$ cat config.mk
export PLATFORM = sky130hd
export DESIGN_NAME = insn_load_sequencer
export DESIGN_NICKNAME = d
export VERILOG_FILES = /design/src/rtl/insn_load_sequencer.sv
export SDC_FILE = /design/constraint.sdc
export NUM_CORES = 1
export LEC_CHECK = 0
export ABC_AREA = 1
export CAP_MARGIN = 15
export CORE_MARGIN = 2
export CORE_UTILIZATION = 41
export DETAILED_ROUTE_END_ITERATION = 8
export MAX_ROUTING_LAYER = met4
export PLACE_DENSITY = 0.82
export SLEW_MARGIN = 0
export SYNTH_ARGS = -nofsm -noshare
export SYNTH_HDL_FRONTEND = slang
export SYNTH_SLANG_ARGS = --single-unit
$ cat constraint.sdc
create_clock -name clk -period 1.5 [get_ports clk]
set_clock_uncertainty 0.1 [all_clocks]
set_input_delay 0.375 -clock clk [delete_from_list [all_inputs] [get_ports clk]]
set_output_delay 0.375 -clock clk [all_outputs]
set_load 0.02 [all_outputs]
$ cat src/rtl/insn_load_sequencer.sv
// rtl/insn_load_sequencer.sv - instruction memory load and fetch sequencer
module insn_load_sequencer #(
  parameter int LOAD_BEATS = 8,
  parameter int CNT_W      = 3,
  parameter int PTR_W      = 8
) (
  input  logic             clk,
  input  logic             reset,
  input  logic             start,
  input  logic             data_valid,
  output logic             data_ready,
  output logic             init_insn_mem,
  output logic [CNT_W-1:0] insn_load_counter,
  input  logic             stall,
  input  logic             branch_en,
  input  logic [PTR_W-1:0] branch_target,
  input  logic             stop,
  output logic [PTR_W-1:0] insn_ptr,
  output logic             core_run,
  output logic             busy,
  output logic             done,
  output logic             err
);

  typedef enum logic [1:0] {
    S_IDLE = 2'd0,
    S_LOAD = 2'd1,
    S_RUN  = 2'd2,
    S_DONE = 2'd3
  } state_t;

  localparam logic [CNT_W-1:0] LAST_BEAT = CNT_W'(LOAD_BEATS - 1);
  localparam logic [PTR_W-1:0] PTR_MAX   = '1;

  state_t           state_q;
  logic [CNT_W-1:0] cnt_q;
  logic [PTR_W-1:0] ptr_q;
  logic             err_q;

  always_ff @(posedge clk) begin
    if (!reset) begin
      state_q <= S_IDLE;
      cnt_q   <= '0;
      ptr_q   <= '0;
      err_q   <= 1'b0;
    end else begin
      case (state_q)
        S_IDLE: begin
          if (start) begin
            state_q <= S_LOAD;
            cnt_q   <= '0;
            err_q   <= 1'b0;
          end
        end
        S_LOAD: begin
          if (data_valid) begin
            if (cnt_q == LAST_BEAT) begin
              state_q <= S_RUN;
              cnt_q   <= '0;
              ptr_q   <= '0;
            end else begin
              cnt_q <= cnt_q + 1'b1;
            end
          end
        end
        S_RUN: begin
          // stop outranks stall, stall drops a concurrent branch
          if (stop) begin
            state_q <= S_DONE;
          end else if (stall) begin
            ptr_q <= ptr_q;
          end else if (branch_en) begin
            ptr_q <= branch_target;
          end else if (ptr_q == PTR_MAX) begin
            err_q   <= 1'b1;
            state_q <= S_DONE;
          end else begin
            ptr_q <= ptr_q + 1'b1;
          end
        end
        S_DONE: begin
          state_q <= S_IDLE;
          ptr_q   <= '0;
        end
        default: state_q <= S_IDLE;
      endcase
    end
  end

  assign data_ready        = (state_q == S_LOAD);
  assign init_insn_mem     = (state_q == S_LOAD) && data_valid;
  assign insn_load_counter = cnt_q;
  assign insn_ptr          = ptr_q;
  assign core_run          = (state_q == S_RUN);
  assign busy              = (state_q != S_IDLE);
  assign done              = (state_q == S_DONE);
  assign err               = err_q;

endmodule
== After elaboration in Yosys (flattened, before gate mapping) ==
Index checks and enable logic that the tools add are counted.

* Output and inout port bits: 17
* Register bits: 14
* Logic and storage cells: 57

* Reduce and logical (&&, ||, !) cells: 10
* Muxes and demuxes: 25
* Add/sub/neg operators: 2
* Eq/ne operators: 16

{| class="wikitable"
|+ Operators with widths
! cell !! number
|-
| $mux W8 || 6
|-
| $pmux W8 S3 || 1
|-
| $reduce_and A6 Y1 || 3
|-
| $mux W2 || 7
|-
| $ne A2 B2 Y1 const B || 5
|-
| $mux W3 || 3
|-
| $ne A3 B3 Y1 const B || 3
|-
| $add A8 B1 Y8 const B || 1
|-
| $eq A8 B8 Y1 const B || 1
|-
| $pmux W2 S4 || 1
|-
| $pmux W3 S2 || 1
|-
| $reduce_bool A2 Y1 || 3
|-
| $mux W1 || 5
|-
| $eq A2 B2 Y1 const B || 2
|-
| $ne A2 B1 Y1 const B || 2
|-
| $add A3 B1 Y3 const B || 1
|-
| $eq A3 B3 Y1 const B || 1
|-
| $ne A3 B2 Y1 const B || 1
|-
| $reduce_and A3 Y1 || 1
|-
| $reduce_bool A3 Y1 || 1
|-
| $eq A2 B1 Y1 const B || 1
|-
| $logic_not A2 Y1 || 1
|-
| $pmux W1 S2 || 1
|-
| $logic_and A1 B1 Y1 || 1
|}

== Longest topological paths before layout ==
Gate-level depths: netlist of the first run.

* Depth after elaboration: 6
* Mapped depth: 11
* Mapped depth without buffers: 10

== Least setup slack after synthesis of the first run ==
OpenSTA, ideal clock, no wires.

* Path type: reg2reg
* Start point: reg state_q[0]
* End point: reg ptr_q[2], in the netlist insn_ptr[2]
* Path buffers: 1
* Arrival: 1.543 ns
* Path slack: -0.209 ns
* Period minus slack after synthesis: 1.709 ns
* Cell stages (with the launch flop): 10
* Data required time: 1.334 ns
* Path through: dfxtp_1 > inv_1 > ha_1 > inv_2 > nor2_8 > nand3_4 > nand2_4 > buf_6 > nand2_1 > a21oi_2

* Cells in the longest elaborated chain, start to end: 3
* Elaborated cells between the ends (all ways): 11

{| class="wikitable"
|+ Ends and longest elaborated chain
! what !! line !! text
|-
| start, declared || 35 || <nowiki>state_t state_q;</nowiki>
|-
| start signal, assigned || 42 || <nowiki>state_q <= S_IDLE;</nowiki>
|-
| start signal, assigned || 50 || <nowiki>state_q <= S_LOAD;</nowiki>
|-
| start signal, assigned || 58 || <nowiki>state_q <= S_RUN;</nowiki>
|-
| $eq A2 B2 Y1 (*) || - ||
|-
| via core_run || 19 || <nowiki>output logic core_run,</nowiki>
|-
| $ne A3 B3 Y1 (no line), or another cell as far along || - ||
|-
| $reduce_and A6 Y1 (no line) || - ||
|-
| end signal, assigned || 71 || <nowiki>ptr_q <= ptr_q;</nowiki>
|-
| end signal, assigned || 73 || <nowiki>ptr_q <= branch_target;</nowiki>
|-
| end signal, assigned || 78 || <nowiki>ptr_q <= ptr_q + 1'b1;</nowiki>
|-
| end, declared || 37 || <nowiki>logic [PTR_W-1:0] ptr_q;</nowiki>
|}

The timed path passes the listed nets; every way through them passes the cells marked *.
A chain may end at the register's enable or synchronous reset.

== Final worst setup path of the first run ==
* Start point: reg state_q[1]
* End point: out done

* Cells in the longest elaborated chain, start to end: 1

{| class="wikitable"
|+ Ends and longest elaborated chain
! what !! line !! text
|-
| $eq A2 B2 Y1 || 96 || <nowiki>assign done = (state_q == S_DONE);</nowiki>
|-
| end, declared || 21 || <nowiki>output logic done,</nowiki>
|}

Every way passes these cells.

==> results_dict.tcl, run 1 <==
set metrics [dict create \
    ctsHoldBuffers 0 \
    outcome "complete, but fails checks" \
    multi_input_comb_area_um2 879.6 \
    worstHoldStart "err" \
    worst_path_largest_cell_delay_ps 350 \
    synthArstFlopShare 0 \
    viasPerCell 5.062 \
    ys_seq_area_frac 0.2696 \
    cp-start-kind "flip-flop" \
    syn_area_um2 1040 \
    reg2reg_to "insn_ptr[0]" \
    ios 32 \
    first_global_vias 1180 \
    yosysTopAreaCell "dfxtp_1" \
    ys_warn_count 0 \
    stdcell_count 258 \
    synth_top_family_by_area "simple AND/OR/NAND/NOR gates" \
    fp.coreArea_um2 2432 \
    synth_cell_types 24 \
    die_y_um 54.36 \
    synth_top_area_frac 0.2696 \
    post-route-min-period_ps 1654 \
    crit_type "flip-flop to primary output" \
    gp_congestion 0.8511 \
    power_density_nw_per_um2 1478 \
    synth_nets 185 \
    drive_above_1_share 0.4035 \
    dp_hpwl_mm 2.132 \
    rrSetupSlack_ps -140 \
    end_kind "primary output" \
    hp-class "flip-flop to flip-flop" \
    drtAntennaViolNets 0 \
    wl_per_cell_um 13.14 \
    crit_fanout 2 \
    synth_compound_area_frac 0.09627 \
    drv_cap 0 \
    synth_edf_count 0 \
    worstPathArrival_ps 1180 \
    num_antenna_cells 0 \
    p_leak_uw 0.0009358 \
    pre_cts_ws_ps -563.2 \
    clock-sinks 14 \
    clk_pin_slew_ps 100 \
    synth_fa_ha_area_frac 0.09627 \
    grt.total_usage 0.2172 \
    whs_path_depth 2 \
    vdd_drop_max_uv 1108 \
    cts_root_buffer "clkbuf_4" \
    chipWidth_um 54.36 \
    rsz0062_at_grt "true" \
    clkLatencyLatePin_ps 300 \
    cp_data_required_time_ps 1020 \
    crit_path_cell_trace "buf_6, buf_4, ha_4, buf_6" \
    area_growth_pct 83.03 \
    port_buffers 31 \
    start_util 0.4275 \
    cts_buffers 3 \
    n_fill_cell 182 \
    synth_area_leaders "dfxtp_1, nand2_1, ha_1" \
    antenna_found_initial 0 \
    slew_headroom 0.8243 \
    slowest_stage "dfxtp_2" \
    rr_startpoint "state_q[1]" \
    slew_viol_final 0 \
    drt_wl_total_mm 3.389 \
    setup_slack_ps -153.6 \
    placedCellCount 244 \
    utilization 0.7824 \
    vias 1306 \
    cts_max_path_buffers 2 \
    setup_viol 16 \
    seqCellArea_um2 295.3 \
    crit_path_start "state_q[1]" \
    r2r_cells 9 \
    htree_num_levels 1 \
    crit_top_cell "buf_6" \
    drt-initial-drc-count 21 \
    grt-ovfl-total 0 \
    synth_xor_area_frac 0 \
    violations "setup timing" \
    cts_tree "built" \
    tightest_slew_ps 262.6 \
    dr.pass1.iters 4 \
    syn_avg_cell_area_um2 6.418 \
    holdPathEnd "err" \
    grt_max_degree 9 \
    fmax_mhz 604.7 \
    post_synth_inst_count 162 \
    synthFlopType "dfxtp_1" \
    synthMuxAreaShare 0 \
    route.detailed.drc 0 \
    fin_crit_sh 1.102 \
    finalHoldViolations 0 \
    row_count 18 \
    die_area_um2 2955 \
    synth-simple-area-share 0.4585 \
    ys_seq_elements 14 \
    grt_pass1_wl_mm 4.609 \
    final_nets 252 \
]
[registers in the layout (all words and copies together), names as in the netlist]
| signal | count |
|---|---|
| err | 1 |
| insn_ptr | 8 |
| insn_load_counter | 3 |
| state_q | 2 |
[routing by layer]
metal | vias up | routed length [µm] | global-route usage
met1 | 607 | 1348 | 0.2235
met2 | 38 | 1862 | 0.4137
met4 | 0 | 42 | 0.08750
met3 | 4 | 136 | 0.02459
li1 | 657 | - | -
met5 | - | 0 | -
[worst max-delay path: cells and delay by family (launching register included)]
family / cells / cell delay [ps]
buffers and inverters: 3 / 380
flip-flops: 1 / 350
adder cells (fa/ha/maj): 1 / 150
[kinds of logic after synthesis]
logic type      after synthesis
compound gates               16
fa+ha+maj                     8
buf+inv                      20
flops                        14
simple gates                104
[cell usage after synthesis, drive strengths merged (2+ instances only)]
| cell | count |
|---|---|
| a21oi | 9 |
| dfxtp | 14 |
| ha | 8 |
| inv | 18 |
| nand2 | 55 |
| nand3 | 19 |
| nor2 | 27 |
| o21ai | 2 |
| o21bai | 2 |
[stage by stage]
step / power (µW) / hold slack, ps / setup TNS [ps] / cell area [µm²]
after floorplan: 1483 / 402.0 / 0 / 1110
after global placement: 1977 / 349.7 / -3625 / 1615
after detailed placement: 2027 / 354.0 / -4275 / 1615
after CTS: 2462 / 364.2 / -829.9 / 1738
after global routing: 2989 / 415.1 / -2663 / 1903
final: 2812 / 372.1 / -1667 / 1903
[worst max path at each step]
stage | end | cells after the start | slack [ps]
2_1_floorplan | insn_ptr[2] | 8 | 1
3_3_place_gp | init_insn_mem | 4 | -530
3_5_place_dp | init_insn_mem | 4 | -560
4_1_cts | insn_ptr[2] | 9 | -100
5_1_grt | insn_ptr[2] | 9 | -200
6_report | done | 4 | -150
[placed cells by master (no fill, tap or decap), types with 4 or more instances in the layout]
master	instances
nand2_4	6
buf_6	12
nor2_1	19
nand2_1	40
dlygate4sd2_1	9
a21oi_1	6
nor2_4	5
dfxtp_1	8
inv_1	10
inv_2	4
clkdlybuf4s50_1	13
nand3_2	4
ha_4	4
nand2_2	9
ha_1	4
nand3_1	13
buf_4	24
[where the power goes]
part	total (µW)	switching [µW]	leakage (µW)	internal (µW)
sequential	537	73.0	0.000118	464
combinational	2030	1080	0.000803	944
clock	250	146	0.0000150	104
[timing repair]
action	CTS	global route
setup endpoints to repair	28	22
gates cloned	1	0
setup buffers	1	8
pin swaps	22	10
resized for setup	70	28
[area by class of cell]
class                           count  share of cell area
Multi-Input combinational cell    129              0.4622
Clock buffer                        4             0.01381
Sequential cell                    14              0.1552
Inverter                           18             0.04339
Tap cell                           30             0.01972
Timing Repair Buffer               63              0.3057
Note: power is estimated with default switching activity, not from simulation.
==> run 2, diff against run 1 <==
--- a/config.mk
+++ b/config.mk
@@ -12,6 +12,7 @@
 export DETAILED_ROUTE_END_ITERATION = 8
 export MAX_ROUTING_LAYER = met4
 export PLACE_DENSITY = 0.82
+export SETUP_SLACK_MARGIN = 0.05
 export SLEW_MARGIN = 0
 export SYNTH_ARGS = -nofsm -noshare
 export SYNTH_HDL_FRONTEND = slang
==> run 2 against run 1 <==
Net effect: the run still ends with setup timing left; wire length is 4.8% higher; critical path depth is 5 higher; utilization is 0.36 points lower.
==> results_dict.tcl, run 2 (synthesized netlist as in run 1, its figures left out) <==
set metrics [dict create \
    cp-start-kind "flip-flop" \
    worstHoldStart "insn_load_counter[2]" \
    drv_cap 0 \
    viasPerCell 5.195 \
    htree_num_levels 1 \
    gp_congestion 0.8076 \
    crit_top_cell "nand2_2" \
    crit_path_cell_trace "ha_4, ha_1, inv_1, nand2_2, nand2_2, nor2_4, buf_4, o21ai_0, nor2_1" \
    fp.coreArea_um2 2432 \
    stdcell_area_um2 1894 \
    multi_input_comb_area_um2 909.6 \
    grt-ovfl-total 0 \
    r2r_cells 9 \
    cp.depth 9 \
    setup_slack_ps -226.9 \
    hold_ws_ps 399.9 \
    num_antenna_cells 0 \
    dr.pass1.iters 4 \
    worstPathArrival_ps 1810 \
    drtAntennaViolNets 0 \
    antenna_found_initial 0 \
    cts_max_path_buffers 2 \
    ios 32 \
    placedCellCount 244 \
    crit_path_start "insn_load_counter[0]" \
    finalHoldViolations 0 \
    seqCellArea_um2 302.8 \
    slew_viol_final 0 \
    outcome "complete, but fails checks" \
    area_growth_pct 82.19 \
    fmax_mhz 579.1 \
    fin_crit_sh 1.151 \
    cp.buffers_inverters 2 \
    crit_type "flip-flop to flip-flop" \
    cts_tree "built" \
    clk_pin_slew_ps 100 \
    violations "setup timing" \
    vias 1335 \
    tightest_slew_ps 284.0 \
    hp-class "flip-flop to flip-flop" \
    critical-path-top-delay-family "flip-flops" \
    vdd_drop_max_uv 1095 \
    cp_data_required_time_ps 1590 \
    end_kind "flip-flop" \
    grt.total_usage 0.2506 \
    first_global_vias 1269 \
    dp_hpwl_mm 2.235 \
    clkLatencyLatePin_ps 290 \
    final_common_cell "nand2_1" \
    crit_fanout 6 \
    slew_headroom 0.8091 \
    worst_path_largest_cell_delay_ps 370 \
    power_density_nw_per_um2 1479 \
    clock-sinks 14 \
    cts_root_buffer "clkbuf_4" \
    rrSetupSlack_ps -230 \
    p_leak_uw 0.0008944 \
    chipWidth_um 54.36 \
    pre_cts_ws_ps -564.8 \
    place_area_um2 1645 \
    route.detailed.drc 0 \
    drt_wl_total_mm 3.552 \
    cts_buffers 3 \
    ctsHoldBuffers 0 \
    post-route-min-period_ps 1727 \
    grt_pass1_wl_mm 5.133 \
    row_count 18 \
    drt-initial-drc-count 26 \
    whs_path_depth 2 \
    grt_max_degree 9 \
    wl_per_cell_um 13.82 \
    final_nets 251 \
    drive_above_1_share 0.4758 \
    final_cell_mix "nand2_1, buf_4, nor2_1" \
    start_util 0.4275 \
    rsz0062_at_grt "true" \
    die_y_um 54.36 \
    largest_reg_flops 8 \
    tns_ps -1508 \
    n_fill_cell 175 \
    setup_viol 14 \
    slowest_stage "dfxtp_4" \
    port_buffers 31 \
    die_area_um2 2955 \
    rr_startpoint "insn_load_counter[0]" \
    stdcell_count 257 \
]
## run 2: path summary, 6_finish.rpt
path                                        endpoint
worst max-delay path                     insn_ptr[7]
worst min register to register  insn_load_counter[2]
worst max register to register           insn_ptr[7]
worst min-delay path            insn_load_counter[2]
## run 2: area by class of cell
class	instances	share of cell area
well taps	30	0.01982
clock inverters	1	0.001982
inverters	18	0.04359
repair buffers	62	0.2827
clock buffers	3	0.01189
multi-input cells	129	0.4802
flip-flops and latches	14	0.1598
## run 2: through the flow
stage	total power, µW	utilization
floorplan	1516	-
CTS	2616	0.7608
detailed placement	2073	0.6764
global route	2987	0.7788
global placement	1997	0.6764
finish	2802	0.7788
## run 2: where the power goes
| part | internal, µW | switching (µW) | total, µW | leakage, µW |
|---|---|---|---|---|
| clock network | 97.0 | 148 | 245 | 0.0000154 |
| registers | 468 | 75.5 | 543 | 0.000119 |
| logic | 911 | 1100 | 2010 | 0.000760 |
## run 2: metal layers
layer	routed length (µm)	vias up	GRT usage
met3	180	9	0.05464
li1	-	649	-
met1	1317	630	0.2318
met4	79	0	0.1250
met2	1974	47	0.4779
met5	0	-	-
## run 2: repair_timing
| item | CTS | global route |
|---|---|---|
| endpoints found under the setup margin | 31 | 30 |
| resized for setup | 88 | 31 |
| pin swaps | 19 | 18 |
| setup buffers | 3 | 5 |
| gates cloned | 1 | 0 |
## run 2: worst min-delay path, stage by stage, from the launching register on
cell and delay, ps:
dfxtp_1 340, nand2_1 70, a21oi_1 50
==> run 3, diff against run 2 <==
--- a/config.mk
+++ b/config.mk
@@ -13,6 +13,7 @@
 export MAX_ROUTING_LAYER = met4
 export PLACE_DENSITY = 0.82
 export SETUP_SLACK_MARGIN = 0.05
+export SKIP_LAST_GASP = 1
 export SLEW_MARGIN = 0
 export SYNTH_ARGS = -nofsm -noshare
 export SYNTH_HDL_FRONTEND = slang
==> constraint.sdc (replaced) <==
create_clock -name clk -period 1.4 [get_ports clk]
set_clock_uncertainty 0.1 [all_clocks]
set_input_delay 0.28 -clock clk [delete_from_list [all_inputs] [get_ports clk]]
set_output_delay 0.28 -clock clk [all_outputs]
set_load 0.02 [all_outputs]
==> run 3 against run 2 <==
Net effect: utilization grew 2.9 points; sequential cell count is the same; critical path depth increased by 1; final area is 3.7% higher; critical path type unchanged; clock-buffer cell count up 1; highest routed layer unchanged; the flow still finishes with violations (setup timing).
==> results_dict.tcl, run 3 (synthesized netlist as in run 1, its figures left out) <==
set metrics [dict create \
    finalHoldViolations 0 \
    cp_data_required_time_ps 1520 \
    ios 32 \
    end_kind "flip-flop" \
    fmax_mhz 622.4 \
    gp_congestion 0.8590 \
    slew_headroom 0.8129 \
    htree_num_levels 1 \
    crit_top_cell "nand2_4" \
    cts_root_buffer "clkbuf_4" \
    ctsHoldBuffers 0 \
    p_leak_uw 0.0009067 \
    dr.pass1.iters 5 \
    drive_above_1_share 0.4762 \
    clock-sinks 14 \
    largest_reg_flops 8 \
    clkLatencyLatePin_ps 280 \
    setup_slack_ps -206.8 \
    wl_per_cell_um 13.82 \
    cts_max_path_buffers 2 \
    utilization 0.8076 \
    die_y_um 54.36 \
    final_cell_mix "nand2_1, buf_4, nor2_1" \
    fp.coreArea_um2 2432 \
    crit_path_cell_trace "buf_6, ha_4, buf_12, nand2_8, nand2_4, nor2_4, nand2_4, nand2_2, nand2_1, nor2_1" \
    vdd_drop_max_uv 1251 \
    violations "setup timing" \
    drt-initial-drc-count 17 \
    antenna_found_initial 0 \
    hold_ws_ps 351.6 \
    crit_type "flip-flop to flip-flop" \
    die_area_um2 2955 \
    final_nets 255 \
    worstPathArrival_ps 1720 \
    dp_hpwl_mm 2.128 \
    cp.buffers_inverters 2 \
    viasPerCell 5.103 \
    clk_pin_slew_ps 80 \
    grt.total_usage 0.2456 \
    rsz0062_at_grt "true" \
    chipWidth_um 54.36 \
    drt_wl_total_mm 3.607 \
    worst_path_largest_cell_delay_ps 360 \
    hp-class "flip-flop to flip-flop" \
    num_antenna_cells 0 \
    cts_tree "built" \
    row_count 18 \
    grt_pass1_wl_mm 5.188 \
    drtAntennaViolNets 0 \
    tightest_slew_ps 279.6 \
    area_growth_pct 88.93 \
    grt_max_degree 9 \
    port_buffers 31 \
    final_common_cell "nand2_1" \
    post-route-min-period_ps 1607 \
    start_util 0.4275 \
    critical-path-top-delay-family "simple AND/OR/NAND/NOR gates" \
    slowest_stage "dfxtp_4" \
    setup_viol 19 \
    power.total_uw 3036 \
    route.detailed.drc 0 \
    drv_cap 0 \
    first_global_vias 1206 \
    power_density_nw_per_um2 1546 \
    cp-start-kind "flip-flop" \
    fin_crit_sh 1.148 \
    outcome "complete, but fails checks" \
    cts_buffers 3 \
    slew_viol_final 0 \
    vias 1332 \
    crit_fanout 6 \
    grt-ovfl-total 0 \
]
==> run 3: changes by cell type in the layout (fill, tap and decap cells not counted), moves of 2 or more <==
cell | before | now
clkbuf_2 | 9 | 4
buf_4 | 24 | 28
nor2_1 | 16 | 20
nor2_2 | 5 | 1
clkdlybuf4s15_2 | 1 | 4
inv_1 | 12 | 10
inv_2 | 2 | 4
nand2_1 | 35 | 37
nand2_2 | 12 | 10
==> run 3: repair_timing <==
item / CTS / global route
pin swaps: 23 / 21
gates cloned: 1 / 0
endpoints found under the setup margin: 31 / 26
gates resized for setup: 86 / 26
setup buffers: 4 / 8
==> run 3: routing by layer <==
metal / wire, µm / track usage / vias to the layer above
met3: 141 / 0.03825 / 12
met5: 0 / - / -
met1: 1387 / 0.2673 / 627
met4: 108 / 0.08333 / 0
met2: 1970 / 0.4498 / 38
li1: - / - / 655
==> run 3: final timing paths <==
kind                                  from          end  slack, ps  depth (start not counted)
worst max register to register  state_q[1]  insn_ptr[4]       -210                         10
worst min-delay path                   err          err        350                          2
worst max-delay path            state_q[1]  insn_ptr[4]       -210                         10
worst min register to register         err          err        350                          2
==> run 3: through the flow <==
stage | setup WS, ps | TNS, ps | instances | cell area [µm²]
6_report | -206.8 | -2258 | 261 | 1964
5_1_grt | -313.4 | -3552 | 261 | 1964
4_1_cts | -213.5 | -2096 | 253 | 1872
3_5_place_dp | -454.8 | -4235 | 244 | 1675
3_3_place_gp | -440.4 | -3662 | 244 | 1675
2_1_floorplan | -74.72 | -472.2 | 162 | 1157
==> run 3: worst register-to-register path: stages (launching register included) <==
cell	delay, ps
dfxtp_4	360
buf_6	120
ha_4	170
buf_12	140
nand2_8	60
nand2_4	60
nor2_4	200
nand2_4	120
nand2_2	80
nand2_1	50
nor2_1	90
==> run 3: area by class of cell <==
cell class,count,area [µm²]
tap,30,37.54
timing repair buffer,66,593.1
inverter,18,80.08
sequential,14,302.8
multi-input combinational,129,924.6
fill,155,467.9
clock buffer,4,26.28
==> run 3: power breakdown <==
| part | switching [µW] | internal, µW |
|---|---|---|
| Combinational | 1170 | 1030 |
| Sequential | 89.3 | 501 |
| Clock | 134 | 111 |
| Total | 1390 | 1640 |
